==> src/rtl/mmio_result_port.sv <==
// Memory-mapped result port: a character FIFO and NUM_CH 64-bit result channels
// that commit atomically when the MSB word is written.
module mmio_result_port #(
  parameter logic [31:0] BASE_ADDR  = 32'h1000_0000,
  parameter int unsigned NUM_CH     = 2,
  parameter int unsigned FIFO_DEPTH = 16
) (
  input  logic                   clk,
  input  logic                   reset,
  input  logic                   mem_valid,
  input  logic [31:0]            mem_addr,
  input  logic [31:0]            mem_wdata,
  input  logic [3:0]             mem_wstrb,
  output logic                   mem_ready,
  output logic [31:0]            mem_rdata,
  output logic [7:0]             out_byte,
  output logic                   out_byte_valid,
  input  logic                   out_byte_ready,
  output logic [NUM_CH*64-1:0]   out_ch,
  output logic [NUM_CH-1:0]      out_ch_valid
);

  localparam int unsigned PW = $clog2(FIFO_DEPTH);
  localparam int unsigned CW = PW + 1;

  logic [7:0]        r_mem [FIFO_DEPTH];
  logic [PW-1:0]     r_wptr;
  logic [PW-1:0]     r_rptr;
  logic [CW-1:0]     r_count;
  logic              r_err;
  logic              r_ready;
  logic [31:0]       r_rdata;
  logic [31:0]       r_stage [NUM_CH];
  logic [63:0]       r_ch [NUM_CH];
  logic [NUM_CH-1:0] r_ch_valid;

  logic [7:0]        w_off;
  logic              w_sel;
  logic              w_wr;
  logic              w_is_data;
  logic              w_is_stat;
  logic [NUM_CH-1:0] w_ch_sel;
  logic              w_ch_hit;
  logic              w_ch_hi;
  logic              w_bad;
  logic              w_empty;
  logic              w_full;
  logic              w_pop;
  logic              w_push;
  logic              w_stall;
  logic              w_ack;
  logic [8:0]        w_cnt9;
  logic [31:0]       w_rd;

  function automatic logic [31:0] f_merge(input logic [31:0] old_w,
                                          input logic [31:0] new_w,
                                          input logic [3:0]  strb);
    logic [31:0] res;
    res = old_w;
    for (int unsigned b = 0; b < 4; b++)
      if (strb[b]) res[8*b +: 8] = new_w[8*b +: 8];
    return res;
  endfunction

  // r_ready gates selection so a request still held during its ack cycle is not re-acked
  assign w_sel     = mem_valid && (mem_addr[31:8] == BASE_ADDR[31:8]) && !r_ready;
  assign w_off     = mem_addr[7:0];
  assign w_wr      = |mem_wstrb;
  assign w_is_data = (w_off == 8'h00);
  assign w_is_stat = (w_off == 8'h04);
  assign w_ch_hi   = w_off[2];

  always_comb begin
    w_ch_sel = '0;
    for (int unsigned i = 0; i < NUM_CH; i++)
      if (w_off[1:0] == 2'b00 && w_off[7:3] == 5'(2 + i)) w_ch_sel[i] = 1'b1;
  end

  assign w_ch_hit = |w_ch_sel;
  assign w_bad    = !w_is_data && !w_is_stat && !w_ch_hit;

  assign w_empty  = (r_count == '0);
  assign w_full   = (r_count == CW'(FIFO_DEPTH));
  assign w_pop    = !w_empty && out_byte_ready;
  // A full FIFO still accepts the push when a pop frees the slot on the same edge
  assign w_stall  = w_sel && w_is_data && mem_wstrb[0] && w_full && !w_pop;
  assign w_ack    = w_sel && !w_stall;
  assign w_push   = w_ack && w_is_data && mem_wstrb[0];
  assign w_cnt9   = 9'(r_count);

  always_comb begin
    w_rd = '0;
    if (w_is_stat) w_rd = {r_err, 15'd0, w_cnt9[7:0], 6'd0, w_full, w_empty};
    for (int unsigned i = 0; i < NUM_CH; i++)
      if (w_ch_sel[i]) w_rd = w_ch_hi ? r_ch[i][63:32] : r_ch[i][31:0];
  end

  always_ff @(posedge clk) begin
    if (reset) begin
      r_ready <= 1'b0;
      r_rdata <= '0;
      r_err   <= 1'b0;
    end else begin
      r_ready <= w_ack;
      r_rdata <= (w_ack && !w_wr) ? w_rd : '0;
      if (w_ack && w_bad)
        r_err <= 1'b1;
      else if (w_ack && w_wr && w_is_stat && mem_wdata[31])
        r_err <= 1'b0;
    end
  end

  always_ff @(posedge clk) begin
    if (reset) begin
      r_wptr  <= '0;
      r_rptr  <= '0;
      r_count <= '0;
    end else begin
      if (w_push) r_wptr <= r_wptr + PW'(1);
      if (w_pop)  r_rptr <= r_rptr + PW'(1);
      unique case ({w_push, w_pop})
        2'b10:   r_count <= r_count + CW'(1);
        2'b01:   r_count <= r_count - CW'(1);
        default: r_count <= r_count;
      endcase
    end
  end

  always_ff @(posedge clk) begin
    if (!reset && w_push) r_mem[r_wptr] <= mem_wdata[7:0];
  end

  always_ff @(posedge clk) begin
    if (reset) begin
      r_ch_valid <= '0;
      for (int unsigned i = 0; i < NUM_CH; i++) begin
        r_stage[i] <= '0;
        r_ch[i]    <= '0;
      end
    end else begin
      r_ch_valid <= '0;
      for (int unsigned i = 0; i < NUM_CH; i++) begin
        if (w_ack && w_wr && w_ch_sel[i]) begin
          if (!w_ch_hi) begin
            r_stage[i] <= f_merge(r_stage[i], mem_wdata, mem_wstrb);
          end else begin
            r_ch[i]       <= {f_merge(r_ch[i][63:32], mem_wdata, mem_wstrb), r_stage[i]};
            r_ch_valid[i] <= 1'b1;
          end
        end
      end
    end
  end

  assign mem_ready      = r_ready;
  assign mem_rdata      = r_rdata;
  assign out_byte_valid = !w_empty;
  assign out_byte       = w_empty ? '0 : r_mem[r_rptr];
  assign out_ch_valid   = r_ch_valid;

  for (genvar g = 0; g < NUM_CH; g++) begin : g_ch
    assign out_ch[64*g +: 64] = r_ch[g];
  end

endmodule

==> config.mk <==
export PLATFORM = sky130hd
export DESIGN_NAME = mmio_result_port
export DESIGN_NICKNAME = d
export VERILOG_FILES = /design/src/rtl/mmio_result_port.sv
export SDC_FILE = /design/constraint.sdc
export NUM_CORES = 1
export LEC_CHECK = 0
export ABC_AREA = 1
export CORE_MARGIN = 2
export CORE_UTILIZATION = 45
export CTS_CLUSTER_SIZE = 25
export DETAILED_ROUTE_END_ITERATION = 10
export PLACE_DENSITY_LB_ADDON = 0.2
export SYNTH_ARGS = -nofsm -noshare
export SYNTH_HDL_FRONTEND = slang
export SYNTH_SLANG_ARGS = --single-unit
==> constraint.sdc <==
create_clock -name clk -period 3.7 [get_ports clk]
set_clock_uncertainty 0.2 [all_clocks]
set_input_delay 1.11 -clock clk [delete_from_list [all_inputs] [get_ports clk]]
set_output_delay 1.11 -clock clk [all_outputs]
set_load 0.01 [all_outputs]
After elaboration in Yosys (flattened, before gate mapping):

Memories as Yosys holds them, arrays and structs flattened. A register that Yosys moved wholly into a read port is not among the register bits.
Cells that the tools add are included.

* equality and inequality tests: 7
* $add $sub $neg: 4
* multiplexer cells: 99
* bitwise operators: 5
* reductions and logical operators: 39

Operator list (count)
* $mux W8: 65
* $mux W32: 7
* $mux W64: 2
* $eq A24 B21 Y1 const B: 1
* $logic_and A1 B1 Y1: 22
* $mux W1: 22
* $eq A5 B2 Y1 const B: 2
* $pmux W5 S2: 1
* $logic_not A1 Y1: 9
* $add A4 B1 Y4 const B: 2
* $eq A8 B3 Y1 const B: 1
* $logic_not A8 Y1: 1
* $mux W4: 2
* $add A5 B1 Y5 const B: 1
* $eq A5 B5 Y1 const B: 1
* $logic_not A5 Y1: 1
* $sub A5 B1 Y5 const B: 1
* $or A1 B1 Y1: 4
* $reduce_bool A2 Y1: 2
* $reduce_or A2 Y1: 2
* $reduce_or A4 Y1: 1
* $eq A2 B1 Y1 const B: 1
* $eq A2 B2 Y1 const B: 1
* $logic_not A2 Y1: 1
* $not A1 Y1: 1

* word-level logic and storage cells: 164
* input port bits: 72
* flip-flop bits (word level): 49
* memories: 3
* memory bits (writable): 320
* output and inout bits: 172

Memories
* r_ch: depth 2, bits a word 64, rd ports 2, clocked after memory_dff 0, write ports 2, line 34 `logic [63:0] r_ch [NUM_CH];`
* r_mem: depth 16, bits a word 8, rd ports 1, clocked after memory_dff 1, write ports 1, line 26 `logic [7:0] r_mem [FIFO_DEPTH];`
* r_stage: depth 2, bits a word 32, rd ports 2, clocked after memory_dff 0, write ports 2, line 33 `logic [31:0] r_stage [NUM_CH];`

Depth between registers and ports, before layout:

* word-level depth: 15
* mapped depth: 15
* gate-level depth less buffers: 15

Worst setup path before layout:

OpenSTA, ideal clock, no wires.

* path kind: input-to-reg
* start: input port mem_addr[29]
* end: memory r_ch[1][36] (netlist: r_ch[0][100]), enable pin
* setup time: 0.370 ns
* stages: 11
* arrival: 3.211 ns
* data required time: 3.130 ns
* buffers on the path: 0
* slack: -0.081 ns
* cell sequence: inv_1 nand2_1 nor3_1 nand3_1 inv_1 nand3_2 nor2_4 nand3_1 nand2_1 inv_1 nor2_1

RTL lines
* start: declaration: line 11 `input logic [31:0] mem_addr,`
* end: declaration: line 34

==> results.md <==
- Grt ovf: 0
- Final Hold Fails: 0
- Gpl congestion: 0.851
- Outcome: completed
- RSZ-0062 raised after global routing: false
- Warnings, synthesis: 0
- Worst slew pin tran: 760 ps
- Clock buffer depth: 3
- HPWL Detailed: 28.5 mm
- R2R depth: 14
- Fmax: 0.277 GHz
- CP max-delay cell: dfxtp_4
- Antenna violations before repair: 4
- Slew headroom: 49.1%
- Worst Hold Path EP: r_err$_SDFFE_PP0P_
- CTS Buf Count: 39
- LEAKAGE: 7.64 nW
- WP data arrival: 2310 ps
- P&R area growth vs syn: 32.4%
- Slowest cell delay on critical path: 350 ps
- Final worst path period share: 97.7%
- Power per cell area: 523 nW/um^2
- Clk_lat worst skew: 530 ps
- CTS tree: done
- Count of hold-fix buffers inserted at cts: 0
- Synth unique cells: 40
- Commonest non-fill, non-tap cell in the layout: edfxtp_1
- Top_reg_cell synth: edfxtp_1
- MaxCap Viol Count: 0
- Share of layout cells above drive strength 1: 15.1%
- Cells after synthesis: 1340
- Die Width: 188 um
- Hold path start: r_err$_SDFFE_PP0P_
- Place WS: -201 ps
- DRT iter0 DRCs: 1055
- Dpl cells: 2066
- Commonest cells after routing, fill and taps aside: edfxtp_1, nor2_1, clkdlybuf4s50_1
- Vias in the first global route: 11080
- Worst hold stages: 2
- H-Tree Depth: 2
- CTS Sinks: 373
- First-pass GRT wire length: 64.2 mm
- CORE AREA: 33400 um^2
- GRT Util Overall: 23.8%
- Clk root buf: clkbuf_16
- Mapped cell area: 15200 um^2
- Worst hold path class: reg2reg
- Setup ws final: 83.7 ps
- Worst Setup Start Kind: flop
- Post-synth EDFFs: 320
- Post-synth ARST share: 0%
- Worst r2r dst: r_count[4]$_SDFFE_PP0P_
- # nets final: 1749
- Multi-input gate area: 3640 um^2
- FF+latch count, synth: 373
- Row count: 67
- Worst EP required: 2390 ps
- DRC viols: 0
- # setup viols final: 0
- Largest net degree at the start of global routing: 56
- Fin. max-slew vios: 0
- Worst r2r src: r_count[0]$_SDFFE_PP0P_
- Critical path, cell by cell: buf_12 > inv_4 > buf_4 > o21ai_0 > o22ai_1 > nor2_1 > nor2_1 > o21ai_0 > a21oi_1 > dlygate4sd2_1
- Final Power: 10.6 mW
- Die area: 35300 um^2
- Ports: 244
- Fillcell total: 2648
- Clk slew on worst S/H paths: 60 ps
- ANT nets after route: 0
- Min Tclk post-route: 3620 ps
- Crit path max fanout: 17
- CP Class: reg2out
- Die H: 188 um
- Post-DR wirelength/cell: 19.7 um
- TritonRoute pass-1 iters: 6
- Initial Util: 45.5%
- Vias after detailed routing: 11095
- Worst reg2reg setup slack: 710 ps
- Maximum VDD drop: 0.000341 V
- Syn Area/Cell: 11.4 um^2
- Buffers on Ports: 243
- Layout Cells excl Fill: 2149
- Sequential share of the synthesized area: 70.1%
- Syn Nets: 1422
- Vias/cell: 5.16
- WL final: 42.2 mm
- Seq. cell area: 10700 um^2
- Critical Path End Type: output pin
-- how the worst max path moves through the flow --
stage | startpoint | endpoint | slack (ps) | cells after the start
final | flop | out_byte[5] | 80 | 10
after global routing | flop | out_byte[5] | 0.8 | 10
after CTS | flop | out_byte[7] | -160 | 9
after detailed placement | mem_addr[6] | r_count[4]$_SDFFE_PP0P_ | -200 | 14
after global placement | mem_addr[21] | r_count[4]$_SDFFE_PP0P_ | -130 | 14
after floorplan | mem_addr[29] | r_count[4]$_SDFFE_PP0P_ | 240 | 15
-- what timing repair did --
item | 4_1_cts | 5_1_grt
hold endpoints to repair | 0 | 0
gates cloned | 2 | 1
setup endpoints to repair | 8 | 7
setup buffers | 4 | 1
resized for setup | 21 | 13
pin swaps | 7 | 9
-- cells in the mapped netlist, types with 4 or more instances --
cell type	instances	area share (%)
inv_1	166	4.1
buf_2	17	0.56
nand2_1	76	1.9
a221oi_1	5	0.29
nand3_1	26	0.85
buf_6	7	0.52
o221ai_1	24	1.4
edfxtp_1	320	63
nor3_1	20	0.66
a21oi_1	28	0.92
inv_2	6	0.15
dfxtp_1	53	7.0
o22ai_1	32	1.3
nor2_1	285	7.0
o21ai_0	117	3.8
nor2_2	63	2.6
buf_1	6	0.15
ha_1	9	0.74
clkbuf_1	33	0.81
o21ai_1	16	0.53
nand4_1	4	0.16
-- state kept, by name, summed over array words and instances (netlist names), named ones only --
signal,flops
mem_rdata,32
r_err,1
mem_ready,1
r_stage,64
r_wptr,4
r_mem,128
r_count,5
out_ch_valid,2
r_ch,128
r_rptr,4
-- area by class of cell --
| type | instances | area share, % |
|---|---|---|
| multi-input cells | 730 | 18.0 |
| diodes | 3 | 0.0372 |
| repair buffers | 349 | 16.6 |
| clock buffers | 53 | 5.51 |
| well taps | 448 | 2.78 |
| flip-flops and latches | 373 | 53.0 |
| clock inverters | 19 | 0.769 |
| inverters | 174 | 3.28 |
-- stage by stage --
stage	area (um^2)	hold WS, ps	setup TNS [ps]	utilization, %
2_1_floorplan	15200	237	0	-
3_3_place_gp	18800	253	-219	56.1
3_5_place_dp	18800	265	-946	56.1
4_1_cts	20100	274	-155	60.1
5_1_grt	20200	299	0	60.3
6_report	20200	274	0	60.3
-- worst max-delay path: cells and delay by family (launching register included) --
kind,cells,cell delay [ps]
AOI/OAI and AO/OA,4,590
and+or+nand+nor,2,160
DFF,1,350
buffers and inverters,4,670
-- kinds of logic (layout without fill, tap and decap cells) --
| group | Yosys count | count (layout) | synth area share (%) |
|---|---|---|---|
| simple gates | 485 | 485 | 13.8 |
| compound gates | 231 | 231 | 8.76 |
| fa+ha+maj | 10 | 10 | 0.871 |
| xor+xnor | 4 | 4 | 0.230 |
| other cells | 0 | 3 | 0 |
| buf+inv | 237 | 595 | 6.32 |
| flops | 373 | 373 | 70.1 |
-- power breakdown --
part           total (mW)  internal (mW)  switching, mW
clock network        3.83           2.25           1.58
logic                1.94          0.831           1.11
registers            4.78           4.67          0.110
total                10.6           7.75           2.81
-- routing by layer --
layer | vias up | GRT usage [%] | wire length, um
met5 | - | 0 | 13
met4 | 2 | 8.45 | 1060
met3 | 69 | 5.39 | 3620
met2 | 475 | 39.1 | 20200
met1 | 5312 | 31.1 | 17300
li1 | 5237 | - | -
(Power assumes the default switching activity.)
